===== src/rtl/mem_arb_pkg.sv =====
// Shared definitions for the memory arbiter: state encoding and parameter defaults.
// Latency: n/a (declarations only).
// Backpressure: n/a.
package mem_arb_pkg;

    // Parameter defaults used by mem_arbiter
    localparam int N_REQ_DEF   = 4;
    localparam int QUANTUM_DEF = 2;
    localparam int HP_EN_DEF   = 1;

    // Arbiter FSM states
    typedef enum logic [0:0] {
        IDLE  = 1'b0,
        GRANT = 1'b1
    } state_e;

endpackage


===== src/rtl/rr_picker.sv =====
// Round-robin picker: first set bit of elig searching upward from ptr+1 with wrap.
// Latency: purely combinational.
// Backpressure: none; vld=0 when no bit of elig is set.
module rr_picker #(
    parameter int N_REQ = 4,
    parameter int IDX_W = $clog2(N_REQ)
) (
    input  logic [N_REQ-1:0] elig,
    input  logic [IDX_W-1:0] ptr,
    output logic             vld,
    output logic [IDX_W-1:0] idx
);

    localparam logic [IDX_W:0] N_W = (IDX_W+1)'(N_REQ);

    logic [IDX_W:0]   cand_w;
    logic [IDX_W-1:0] cand;

    // Walk offsets from farthest to nearest so the nearest eligible index wins
    always_comb begin
        vld    = 1'b0;
        idx    = '0;
        cand_w = '0;
        cand   = '0;
        for (int i = N_REQ; i >= 1; i--) begin
            cand_w = {1'b0, ptr} + (IDX_W+1)'(i);
            if (cand_w >= N_W) begin
                cand_w = cand_w - N_W;
            end
            cand = cand_w[IDX_W-1:0];
            if (elig[cand]) begin
                vld = 1'b1;
                idx = cand;
            end
        end
    end

endmodule


===== src/rtl/mem_arbiter.sv =====
// Memory arbiter: round-robin tenures bounded by QUANTUM, optional preempting requester 0.
// Latency: grant/owner/busy/preempt registered, one cycle after the deciding inputs.
// Backpressure: requesters hold req level until granted; release is back-to-back.
module mem_arbiter
    import mem_arb_pkg::*;
#(
    parameter int N_REQ   = N_REQ_DEF,
    parameter int QUANTUM = QUANTUM_DEF,
    parameter int HP_EN   = HP_EN_DEF
) (
    input  logic                     clk,
    input  logic                     reset,
    input  logic [N_REQ-1:0]         req,
    input  logic [N_REQ-1:0]         done,
    output logic [N_REQ-1:0]         grant,
    output logic [$clog2(N_REQ)-1:0] owner,
    output logic                     busy,
    output logic                     preempt
);

    localparam int IDX_W = $clog2(N_REQ);
    localparam int CNT_W = $clog2(QUANTUM + 1);
    localparam logic [CNT_W-1:0] CNT_ONE = CNT_W'(1);
    localparam logic [CNT_W-1:0] CNT_MAX = CNT_W'(QUANTUM);
    localparam logic [IDX_W-1:0] PTR_RST = IDX_W'(N_REQ - 1);

    generate
        if (N_REQ < 2 || N_REQ > 16) begin : g_bad_n_req
            $error("mem_arbiter: N_REQ must be in 2..16");
        end
        if (QUANTUM < 1 || QUANTUM > 255) begin : g_bad_quantum
            $error("mem_arbiter: QUANTUM must be in 1..255");
        end
        if (HP_EN != 0 && HP_EN != 1) begin : g_bad_hp_en
            $error("mem_arbiter: HP_EN must be 0 or 1");
        end
    endgenerate

    state_e             state_q, state_d;
    logic [N_REQ-1:0]   grant_q, grant_d;
    logic [IDX_W-1:0]   owner_q, owner_d;
    logic               busy_q, busy_d;
    logic               preempt_q, preempt_d;
    logic [CNT_W-1:0]   cnt_q, cnt_d;
    logic [IDX_W-1:0]   ptr_q, ptr_d;
    logic               req0_q, req0_d;

    logic [N_REQ-1:0]   rr_elig;
    logic               rr_vld;
    logic [IDX_W-1:0]   rr_idx;
    logic               hp_req;
    logic               hp_new;
    logic               release_c;
    logic               take;
    logic               take_rr;
    logic               go_idle;
    logic [IDX_W-1:0]   win;

    // Eligibility for the round-robin search and release/priority conditions
    always_comb begin
        hp_req    = (HP_EN != 0) && req[0];
        // A request from 0 carried over from its own tenure waits for the next
        // release instead of cutting the following tenure short.
        hp_new    = hp_req && !req0_q;
        release_c = done[owner_q] || !req[owner_q] || (cnt_q == CNT_MAX);
        rr_elig   = req;
        if (HP_EN != 0) begin
            rr_elig[0] = 1'b0;
        end
        if (state_q == GRANT) begin
            rr_elig[owner_q] = 1'b0;
        end
    end

    rr_picker #(
        .N_REQ (N_REQ),
        .IDX_W (IDX_W)
    ) u_rr_picker (
        .elig (rr_elig),
        .ptr  (ptr_q),
        .vld  (rr_vld),
        .idx  (rr_idx)
    );

    // Next-state decision: new grant, hold, preempt or return to idle
    always_comb begin
        state_d   = state_q;
        grant_d   = grant_q;
        owner_d   = owner_q;
        busy_d    = busy_q;
        preempt_d = 1'b0;
        cnt_d     = cnt_q;
        ptr_d     = ptr_q;
        req0_d    = req[0];
        take      = 1'b0;
        take_rr   = 1'b0;
        go_idle   = 1'b0;
        win       = '0;

        case (state_q)
            IDLE: begin
                if (hp_req) begin
                    take = 1'b1;
                end else if (rr_vld) begin
                    take    = 1'b1;
                    take_rr = 1'b1;
                    win     = rr_idx;
                end
            end
            GRANT: begin
                if (release_c) begin
                    if (hp_req && (owner_q != '0)) begin
                        take = 1'b1;
                    end else if (rr_vld) begin
                        take    = 1'b1;
                        take_rr = 1'b1;
                        win     = rr_idx;
                    end else begin
                        go_idle = 1'b1;
                    end
                end else if (hp_new && (owner_q != '0)) begin
                    take      = 1'b1;
                    preempt_d = 1'b1;
                end else begin
                    cnt_d = (cnt_q == CNT_MAX) ? cnt_q : cnt_q + CNT_ONE;
                end
            end
            default: begin
                go_idle = 1'b1;
            end
        endcase

        if (take) begin
            state_d      = GRANT;
            grant_d      = '0;
            grant_d[win] = 1'b1;
            owner_d      = win;
            busy_d       = 1'b1;
            cnt_d        = CNT_ONE;
            // Only round-robin wins advance the rotation; priority wins of 0 leave it intact
            if (take_rr) begin
                ptr_d = win;
            end
        end else if (go_idle) begin
            state_d = IDLE;
            grant_d = '0;
            owner_d = '0;
            busy_d  = 1'b0;
            cnt_d   = '0;
        end
    end

    // State registers with synchronous reset
    always_ff @(posedge clk) begin
        if (reset) begin
            state_q   <= IDLE;
            grant_q   <= '0;
            owner_q   <= '0;
            busy_q    <= 1'b0;
            preempt_q <= 1'b0;
            cnt_q     <= '0;
            ptr_q     <= PTR_RST;
            req0_q    <= 1'b0;
        end else begin
            state_q   <= state_d;
            grant_q   <= grant_d;
            owner_q   <= owner_d;
            busy_q    <= busy_d;
            preempt_q <= preempt_d;
            cnt_q     <= cnt_d;
            ptr_q     <= ptr_d;
            req0_q    <= req0_d;
        end
    end

    assign grant   = grant_q;
    assign owner   = owner_q;
    assign busy    = busy_q;
    assign preempt = preempt_q;

endmodule

===== config.mk =====
export PLATFORM = sky130hd
export DESIGN_NAME = mem_arbiter
export DESIGN_NICKNAME = d
export VERILOG_FILES = /design/src/rtl/mem_arb_pkg.sv /design/src/rtl/rr_picker.sv /design/src/rtl/mem_arbiter.sv
export SDC_FILE = /design/constraint.sdc
export NUM_CORES = 1
export LEC_CHECK = 0
export CELL_PAD_IN_SITES_DETAIL_PLACEMENT = 0
export CELL_PAD_IN_SITES_GLOBAL_PLACEMENT = 1
export CORE_ASPECT_RATIO = 0.75
export CORE_MARGIN = 4
export CORE_UTILIZATION = 35
export DETAILED_ROUTE_END_ITERATION = 8
export PLACE_DENSITY = 0.75
export SLEW_MARGIN = 10
export SYNTH_ARGS = -nofsm -noshare
export SYNTH_HDL_FRONTEND = slang
export SYNTH_SLANG_ARGS = --single-unit

===== constraint.sdc =====
create_clock -name clk -period 2.62 [get_ports clk]
set_input_delay 0.393 -clock clk [delete_from_list [all_inputs] [get_ports clk]]
set_output_delay 0.393 -clock clk [all_outputs]
set_load 0.05 [all_outputs]

==> results of run 1 <==
## power by group through the flow
stage	clock (mW)	combinational, mW	sequential, mW
finish	0.122	0.191	0.238
floorplan	0	0.105	0.266
global placement	0	0.188	0.242
global route	0.136	0.210	0.242
detailed placement	0	0.192	0.243
CTS	0.127	0.193	0.238
## cell usage in the layout (no fill, tap or decap), types with 2 or more instances in the layout
cell             netlist  final
clkdlybuf4s50_1        0     17
dfxtp_1               13     13
nor2_1                 8      8
nand2_1                7      7
inv_1                  6      6
buf_4                  2      5
nand2b_1               4      4
nor3_1                 3      3
a22o_2                 3      3
clkbuf_4               0      3
nand3b_1               2      2
o21ai_0                2      2
a2bb2oi_1              2      2
a21oi_1                2      2
a211oi_1               2      2
## metrics by stage
stage          cell area [sq um]  util, %  setup slack (ns)  hold slack (ns)
2_1_floorplan                778        -             0.347            0.469
3_3_place_gp                 992     48.0             0.213            0.479
3_5_place_dp                 992     48.0             0.117            0.466
4_1_cts                     1020     49.3             0.414            0.490
5_1_grt                     1020     49.3             0.265            0.510
6_report                    1020     49.3             0.401            0.488
## cell type report
class | instances | area [sq um]
inverters | 6 | 22.5
flip-flops and latches | 13 | 260
multi-input cells | 66 | 472
clock buffers | 4 | 26.3
fillers | 223 | 1050
well taps | 24 | 30.0
repair buffers | 22 | 208
## kinds of logic (layout without fill, tap and decap cells)
kind of cell,Yosys count,count (layout),share of synthesized area [%]
AOI/OAI and AO/OA,23,23,23.5
muxes,3,3,5.63
DFF,13,13,33.4
adders and majority gates,2,2,2.89
buffers and inverters,10,32,5.95
and+or+nand+nor,38,38,28.6
## how the worst max path moves through the flow
stage	startpoint	end	slack, ns	cells after the start
6_report	req[0]	ptr_q[1]$_SDFFE_PP1P_	0.40	7
5_1_grt	req[0]	grant[2]$_SDFFE_PP0P_	0.27	7
4_1_cts	req[0]	ptr_q[1]$_SDFFE_PP1P_	0.41	7
3_5_place_dp	req[0]	ptr_q[1]$_SDFFE_PP1P_	0.12	7
3_3_place_gp	req[0]	ptr_q[1]$_SDFFE_PP1P_	0.21	7
2_1_floorplan	owner[1]$_SDFFE_PP0P_	ptr_q[1]$_SDFFE_PP1P_	0.35	6
## metal layers
layer	track usage [%]	vias to the layer above
li1	-	371
met5	0	-
met1	18.7	348
met2	22.5	13
met3	5.30	2
met4	1.10	0
## flip-flops by register name, indices dropped and copies added, names as in the netlist
| name | flops |
|---|---|
| busy | 1 |
| req0_q | 1 |
| owner | 2 |
| grant | 4 |
| ptr_q | 2 |
| cnt_q | 2 |
| preempt | 1 |
## worst max-delay path: stages
cell	delay, ns
clkdlybuf4s50_1	0.57
nand2b_1	0.08
mux4_2	0.53
o21ai_2	0.17
a21oi_2	0.10
and2_4	0.20
or3_1	0.33
==> reports/qor.csv, run 1 <==
metric,value,unit
synth-edff-count,0,
ant_nets,0,
power_frac_seq,43.2,%
wl_met1,936,microns
finClkSkew,0.00413,ns
rows,14,
io_buffers,17,
worstPathRequired,2.78,ns
grt_use_total,14.0,%
synthesis.nets,100,
pwr-share-comb,34.7,%
avgRoutedWirePerCell,14.2,microns
fin_crit,2.22,ns
wirelength,1.92,mm
antenna_found_initial,0,
core_area,2070,sq um
worstMarginPinSlew,0.496,ns
status,finished clean,
power.total,551,uW
fmaxAchievable,451,MHz
worstPathMaxFanout,6,
top_layer_used,met4,
hold_class,reg2reg,
synth_area,778,sq um
worst_setup_path_end_kind,flip-flop,
initialDrtViolationCount,35,
setup_tns,0,ns
instances_no_fill,135,
vdd_drop_max,0.298,mV
p_per_area,541,nW/um^2
diodes,0,
wl_met2,872,microns
seq_area_frac_synth,33.4,%
crit_arrival,2.38,ns
clk_latency,0.27,ns
cts_buffers,3,
timing.rr.start,owner[1]$_SDFFE_PP0P_,
clk_pin_slew_worst_paths,0.08,ns
num_vias,734,
synth-seq-cells,13,
slew_viol_final,0,
drv_cap,0,
die-height,48.8,microns
synth_area_leaders,"dfxtp_1, a22o_2, nor2_1",
slew_headroom,66.9,%
wl_met3,103,microns
gp_congestion,0.708,
viasPerCell,5.44,
remaining_drc_errors,0,
root_buffer,clkbuf_4,
die_area,3050,sq um
power.internal,362,uW
crit_type,in2reg,
initial_utilization,37.7,%
layout-drive-gt1-share,18.0,%
synth_warnings,0,
power_switching,190,uW
r2r_end,ptr_q[1]$_SDFFE_PP1P_,
leakage,0.413,nW
ys_top_cells_by_count,"dfxtp_1, nor2_1, nand2_1",
cts.sinks,13,
dp_cells,131,
synth_flop_cell,dfxtp_1,
ctsHtreeMaxLevel,1,
synthCells,89,
period_share,84.7,%
post_cts_resized,0,
ys_types,46,
swShare,34.4,%
avgSynthCellArea,8.74,sq um
grt_pass1_vias,730,
cts_setup_buffers,0,
worstHoldStart,grant[3]$_SDFFE_PP0P_,
hpwlAfterDp,1.56,mm
grt_max_degree,13,
yosysMostFrequentCell,dfxtp_1,
yosysTopAreaCell,dfxtp_1,
area_delta_synth_final,30.9,%
grt_overflow,0,
pwr-share-clk,22.1,%
first_pass_iters,4,
grt_pass1_wl,3.46,mm
whs_path_depth,1,
die_x,62.5,microns
start_kind,input pin,
holdBufCountCts,0,
ios,18,
rsz0062_at_grt,no,
hold_violations,0,
async_reset_ff_share,0,%
hold_end,grant[3]$_SDFFE_PP0P_,
setup_viol,0,
cts_tree,done,
synth_top_area_share,33.4,%
clockBufferDepth,2,
r2r_slack,0.49,ns
r2r_cells,5,
final_nets,123,
Power figures use the tool's default switching activity.
==> run 2: changes to the inputs <==
--- a/config.mk
+++ b/config.mk
@@ -9,9 +9,9 @@
 export CELL_PAD_IN_SITES_GLOBAL_PLACEMENT = 1
 export CORE_ASPECT_RATIO = 0.75
 export CORE_MARGIN = 4
-export CORE_UTILIZATION = 35
+export CORE_UTILIZATION = 32
 export DETAILED_ROUTE_END_ITERATION = 8
-export PLACE_DENSITY = 0.75
+export PLACE_DENSITY = 0.72
 export SLEW_MARGIN = 10
 export SYNTH_ARGS = -nofsm -noshare
 export SYNTH_HDL_FRONTEND = slang
==> constraint.sdc (replaced) <==
create_clock -name clk -period 2.03 [get_ports clk]
set_input_delay 0.3045 -clock clk [delete_from_list [all_inputs] [get_ports clk]]
set_output_delay 0.3045 -clock clk [all_outputs]
set_load 0.05 [all_outputs]
==> run 2 against run 1 <==
Against the previous run:
- register-to-register slack lost 0.39 ns
- via count increased by 4.5%
- total power is 38% higher
- highest routed layer unchanged
==> reports/qor.csv, run 2 (synthesized netlist as in run 1, its figures left out) <==
metric,value,unit,change
grt_use_total,12.9,%,was 14.0%
diodes,0,,unchanged
largest_register_ffs,4,,unchanged
slew_viol_final,0,,unchanged
fin_util,50.7,%,was 49.3%
hold_violations,0,,unchanged
status,finished clean,,unchanged
antenna_found_initial,0,,unchanged
clockBufferDepth,2,,unchanged
grt_pass1_wl,3.27,mm,was 3.46 mm
viasPerCell,4.89,,was 5.44
ant_nets,0,,unchanged
wirelength,1.99,mm,was 1.92 mm
die_x,64.9,microns,was 62.5 microns
fin_ws,0.0623,ns,was 0.401 ns
worstPathCellList,clkdlybuf4s50_1 -> nand2b_4 -> mux4_2 -> o21ai_2 -> a21oi_2 -> and2_4 -> or3_1,,was clkdlybuf4s50_1 -> nand2b_1 -> mux4_2 -> o21ai_2 -> a21oi_2 -> and2_4 -> or3_1
grt_pass1_vias,707,,was 730
finClkSkew,0.00126,ns,was 0.00413 ns
area_delta_synth_final,50.5,%,was 30.9%
fmaxAchievable,508,MHz,
vdd_drop_max,0.264,mV,was 0.298 mV
ios,18,,unchanged
dp_cells,152,,was 131
die_area,3290,sq um,was 3050 sq um
initialDrtViolationCount,14,,was 35
layout-drive-gt1-share,30.9,%,was 18.0%
final_common_cell,buf_4,,was clkdlybuf4s50_1
crit_arrival,2.13,ns,was 2.38 ns
slowest_stage,mux4_2,,was clkdlybuf4s50_1
worst_setup_path_end_kind,flip-flop,,unchanged
period_share,96.9,%,
clk_latency,0.28,ns,was 0.27 ns
worstPathRequired,2.20,ns,was 2.78 ns
remaining_drc_errors,0,,unchanged
setup_viol,0,,unchanged
worstPathMaxFanout,5,,was 6
first_pass_iters,4,,unchanged
cts.sinks,13,,unchanged
rows,15,,was 14
num_vias,767,,was 734
cts_buffers,3,,unchanged
holdBufCountCts,0,,unchanged
leakage,0.529,nW,was 0.413 nW
grt_overflow,0,,unchanged
io_buffers,17,,unchanged
slew_headroom,66.6,%,was 66.9%
avgRoutedWirePerCell,12.7,microns,was 14.2 microns
final_cell_mix,"buf_4, clkdlybuf4s50_1, dfxtp_1, nor2_1, nand2_1",,"was clkdlybuf4s50_1, dfxtp_1, nor2_1, nand2_1, inv_1"
fillers,242,,was 223
fin_crit,1.97,ns,
crit_type,in2reg,,unchanged
slowest_delay,0.54,ns,was 0.57 ns
core_area,2310,sq um,was 2070 sq um
grt_max_degree,13,,unchanged
cts_tree,done,,unchanged
whs,0.479,ns,was 0.488 ns
instances_no_fill,157,,was 135
die-height,50.7,microns,was 48.8 microns
setup_tns,0,ns,unchanged
cp_top_family,simple AND/OR/NAND/NOR gates,,unchanged
drv_cap,0,,unchanged
worstMarginPinSlew,0.499,ns,was 0.496 ns
crit_buf_inv,1,,unchanged
hpwlAfterDp,1.59,mm,was 1.56 mm
final_nets,135,,was 123
start_kind,input pin,,unchanged
dp_slack,-0.326,ns,was 0.117 ns
clk_pin_slew_worst_paths,0.08,ns,about the same
hold_class,reg2reg,,unchanged
root_buffer,clkbuf_4,,unchanged
gp_congestion,0.791,,was 0.708
initial_utilization,33.7,%,was 37.7%
ctsHtreeMaxLevel,1,,unchanged
p_per_area,649,nW/um^2,was 541 nW/um^2
## run 2: repair_timing
action / in CTS / in global routing
endpoints found under the setup margin: 2 / 7
buffers inserted: 0 / 1
pin swaps: 0 / 3
resized for setup: 2 / 7
## run 2: worst paths after layout
path | start | end | slack, ns | cells after the start
max | done[3] | ptr_q[1]$_SDFFE_PP1P_ | 0.06 | 7
min | grant[1]$_SDFFE_PP0P_ | grant[1]$_SDFFE_PP0P_ | 0.48 | 1
max reg2reg | owner[1]$_SDFFE_PP0P_ | ptr_q[1]$_SDFFE_PP1P_ | 0.10 | 5
min reg2reg | grant[1]$_SDFFE_PP0P_ | grant[1]$_SDFFE_PP0P_ | 0.48 | 1
## run 2: per-layer routing
layer,GRT usage (%),part of all wire [%]
met1,18.1,52
met2,18.3,44
met3,4.92,3.3
met4,3.16,1.1
met5,0,0
## run 2: cell type report
| type | count | area [sq um] | area share, % |
|---|---|---|---|
| tap | 34 | 42.5 | 3.63 |
| clock buffer | 4 | 26.3 | 2.24 |
| multi-input combinational | 66 | 493 | 42.1 |
| inverter | 6 | 22.5 | 1.92 |
| timing repair buffer | 34 | 323 | 27.6 |
| sequential | 13 | 264 | 22.5 |
## run 2: worst register-to-register path, cell delays in order (launching register included)
cell and delay [ns]:
dfxtp_2 0.45, mux4_2 0.61, o21ai_2 0.18, a21oi_2 0.08, and2_4 0.17, or3_1 0.33
## run 2: where the power goes
part / internal (mW) / switching [mW] / leakage [nW]
clock network: 0.0763 / 0.0843 / 0.0150
registers: 0.280 / 0.0264 / 0.108
logic: 0.147 / 0.146 / 0.406
## run 2: through the flow
step / instance area (sq um) / total power [mW]
2_1_floorplan: 782 / 0.480
3_3_place_gp: 1090 / 0.581
3_5_place_dp: 1090 / 0.583
4_1_cts: 1120 / 0.751
5_1_grt: 1170 / 0.806
6_report: 1170 / 0.760
==> run 3: changes to the inputs <==
--- a/config.mk
+++ b/config.mk
@@ -8,7 +8,7 @@
 export CELL_PAD_IN_SITES_DETAIL_PLACEMENT = 0
 export CELL_PAD_IN_SITES_GLOBAL_PLACEMENT = 1
 export CORE_ASPECT_RATIO = 0.75
-export CORE_MARGIN = 4
+export CORE_MARGIN = 2
 export CORE_UTILIZATION = 32
 export DETAILED_ROUTE_END_ITERATION = 8
 export PLACE_DENSITY = 0.72
==> run 3 against run 2 <==
Against the previous run:
- count of clock-buffer cells in the layout is the same
- maximum frequency grew 0.16%
- flip-flop and latch count is the same
- largest power group unchanged
- non-clock buffer count is the same
- register-to-register slack is essentially flat
- via count grew 1.2%
- global-route usage grew 3.3 points
==> reports/qor.csv, run 3 (synthesized netlist as in run 1, its figures left out) <==
metric,value,unit,change
num_vias,776,,was 767
setup_tns,0,ns,unchanged
area_delta_synth_final,44.2,%,was 50.5%
worst_setup_path_end_kind,flip-flop,,unchanged
status,finished clean,,unchanged
hpwlAfterDp,1.52,mm,was 1.59 mm
layout-drive-gt1-share,28.5,%,was 30.9%
initial_utilization,33.7,%,unchanged
final_cell_mix,"buf_4, clkdlybuf4s50_1, dfxtp_1, nor2_1, nand2_1",,unchanged
setup_viol,0,,unchanged
clk_latency,0.28,ns,about the same
viasPerCell,4.94,,was 4.89
finClkSkew,0.00460,ns,was 0.00126 ns
first_pass_iters,4,,unchanged
slowest_delay,0.52,ns,was 0.54 ns
grt_pass1_wl,3.36,mm,was 3.27 mm
grt_pass1_vias,767,,was 707
ant_nets,0,,unchanged
worstPathMaxFanout,5,,unchanged
ios,18,,unchanged
rows,15,,unchanged
gp_congestion,0.800,,was 0.791
core_area,2310,sq um,unchanged
fin_crit,1.96,ns,was 1.97 ns
dpl_cell_area,1100,sq um,was 1090 sq um
vdd_drop_max,0.446,mV,was 0.264 mV
leakage,0.475,nW,was 0.529 nW
rsz0062_at_grt,yes,,
clockBufferDepth,2,,unchanged
slowest_stage,mux4_2,,unchanged
die_x,60.9,microns,was 64.9 microns
worstMarginPinSlew,0.497,ns,was 0.499 ns
hold_violations,0,,unchanged
hold_class,reg2reg,,unchanged
clk_pin_slew_worst_paths,0.08,ns,about the same
ctsHtreeMaxLevel,1,,unchanged
worstPathRequired,2.19,ns,was 2.20 ns
diodes,0,,unchanged
crit_type,in2reg,,unchanged
slew_headroom,66.7,%,was 66.6%
die-height,46.7,microns,was 50.7 microns
slew_viol_final,0,,unchanged
fin_util,48.6,%,was 50.7%
worstPathCellList,clkdlybuf4s50_1 -> nand2b_1 -> mux4_2 -> o21ai_2 -> a21oi_2 -> and2_4 -> or3_1,,was clkdlybuf4s50_1 -> nand2b_4 -> mux4_2 -> o21ai_2 -> a21oi_2 -> and2_4 -> or3_1
avgRoutedWirePerCell,12.3,microns,was 12.7 microns
grt_overflow,0,,unchanged
wirelength,1.93,mm,was 1.99 mm
start_kind,input pin,,unchanged
root_buffer,clkbuf_4,,unchanged
fmaxAchievable,509,MHz,was 508 MHz
period_share,96.8,%,was 96.9%
grt_use_total,16.2,%,was 12.9%
remaining_drc_errors,0,,unchanged
p_per_area,660,nW/um^2,was 649 nW/um^2
multiInputGateArea,472,sq um,was 493 sq um
largest_register_ffs,4,,unchanged
grt_max_degree,13,,unchanged
drv_cap,0,,unchanged
io_buffers,17,,unchanged
cts_setup_buffers,0,,unchanged
post_cts_resized,2,,unchanged
crit_arrival,2.13,ns,about the same
cts.sinks,13,,unchanged
fillers,244,,was 242
final_common_cell,buf_4,,unchanged
die_area,2850,sq um,was 3290 sq um
initialDrtViolationCount,16,,was 14
cts_tree,done,,unchanged
final_nets,135,,unchanged
holdBufCountCts,0,,unchanged
cts_buffers,3,,unchanged
fin_area,1120,sq um,was 1170 sq um
antenna_found_initial,0,,unchanged
regArea,264,sq um,unchanged
run 3: cell count changes in the layout (fill, tap and decap cells not counted):
cell	change
clkdlybuf4s50_1	+3
buf_12	-1
o2111ai_2	-1
buf_6	-1
buf_4	+2
nand2b_4	-2
dlygate4sd2_1	+1
nand2b_1	+2
o2111ai_1	+1
dlymetal6s2s_1	-4
run 3: final timing paths:
path                    startpoint               endpoint  slack (ns)  cells past startpoint
max                         req[0]  ptr_q[1]$_SDFFE_PP1P_        0.07                      7
min          grant[1]$_SDFFE_PP0P_  grant[1]$_SDFFE_PP0P_        0.49                      1
max reg2reg  owner[1]$_SDFFE_PP0P_  ptr_q[1]$_SDFFE_PP1P_        0.11                      5
min reg2reg  grant[1]$_SDFFE_PP0P_  grant[1]$_SDFFE_PP0P_        0.49                      1
run 3: routing by layer:
metal / part of all wire [%] / global-route usage, %
met1: 50 / 21.2
met2: 45 / 26.7
met3: 4.4 / 5.34
met4: 0.052 / 2.61
met5: 0 / 0
run 3: critical path, delay by kind of cell:
kind / cells / cell delay, ns
muxes: 1 / 0.52
buffers and inverters: 1 / 0.48
AOI/OAI and AO/OA: 2 / 0.24
and+or+nand+nor: 3 / 0.58
run 3: layout make-up:
cell class	count	share of cell area, %
clock buffer	4	2.34
timing repair buffer	34	26.3
tap	34	3.79
multi-input combinational	66	42.0
sequential	13	23.5
inverter	6	2.01
run 3: power by group:
part / switching [mW] / total [mW] / leakage [nW] / internal, mW
combinational: 0.139 / 0.269 / 0.352 / 0.131
clock: 0.0875 / 0.164 / 0.0150 / 0.0763
sequential: 0.0281 / 0.308 / 0.108 / 0.280
run 3: stage by stage:
step | std cells | hold slack, ns | setup slack, ns | total power [mW]
after global placement | 153 | 0.464 | -0.260 | 0.583
after detailed placement | 153 | 0.461 | -0.318 | 0.584
after floorplan | 89 | 0.456 | -0.0648 | 0.480
after global routing | 157 | 0.530 | -0.00149 | 0.789
after CTS | 157 | 0.486 | 0.0665 | 0.749
final | 157 | 0.487 | 0.0654 | 0.741
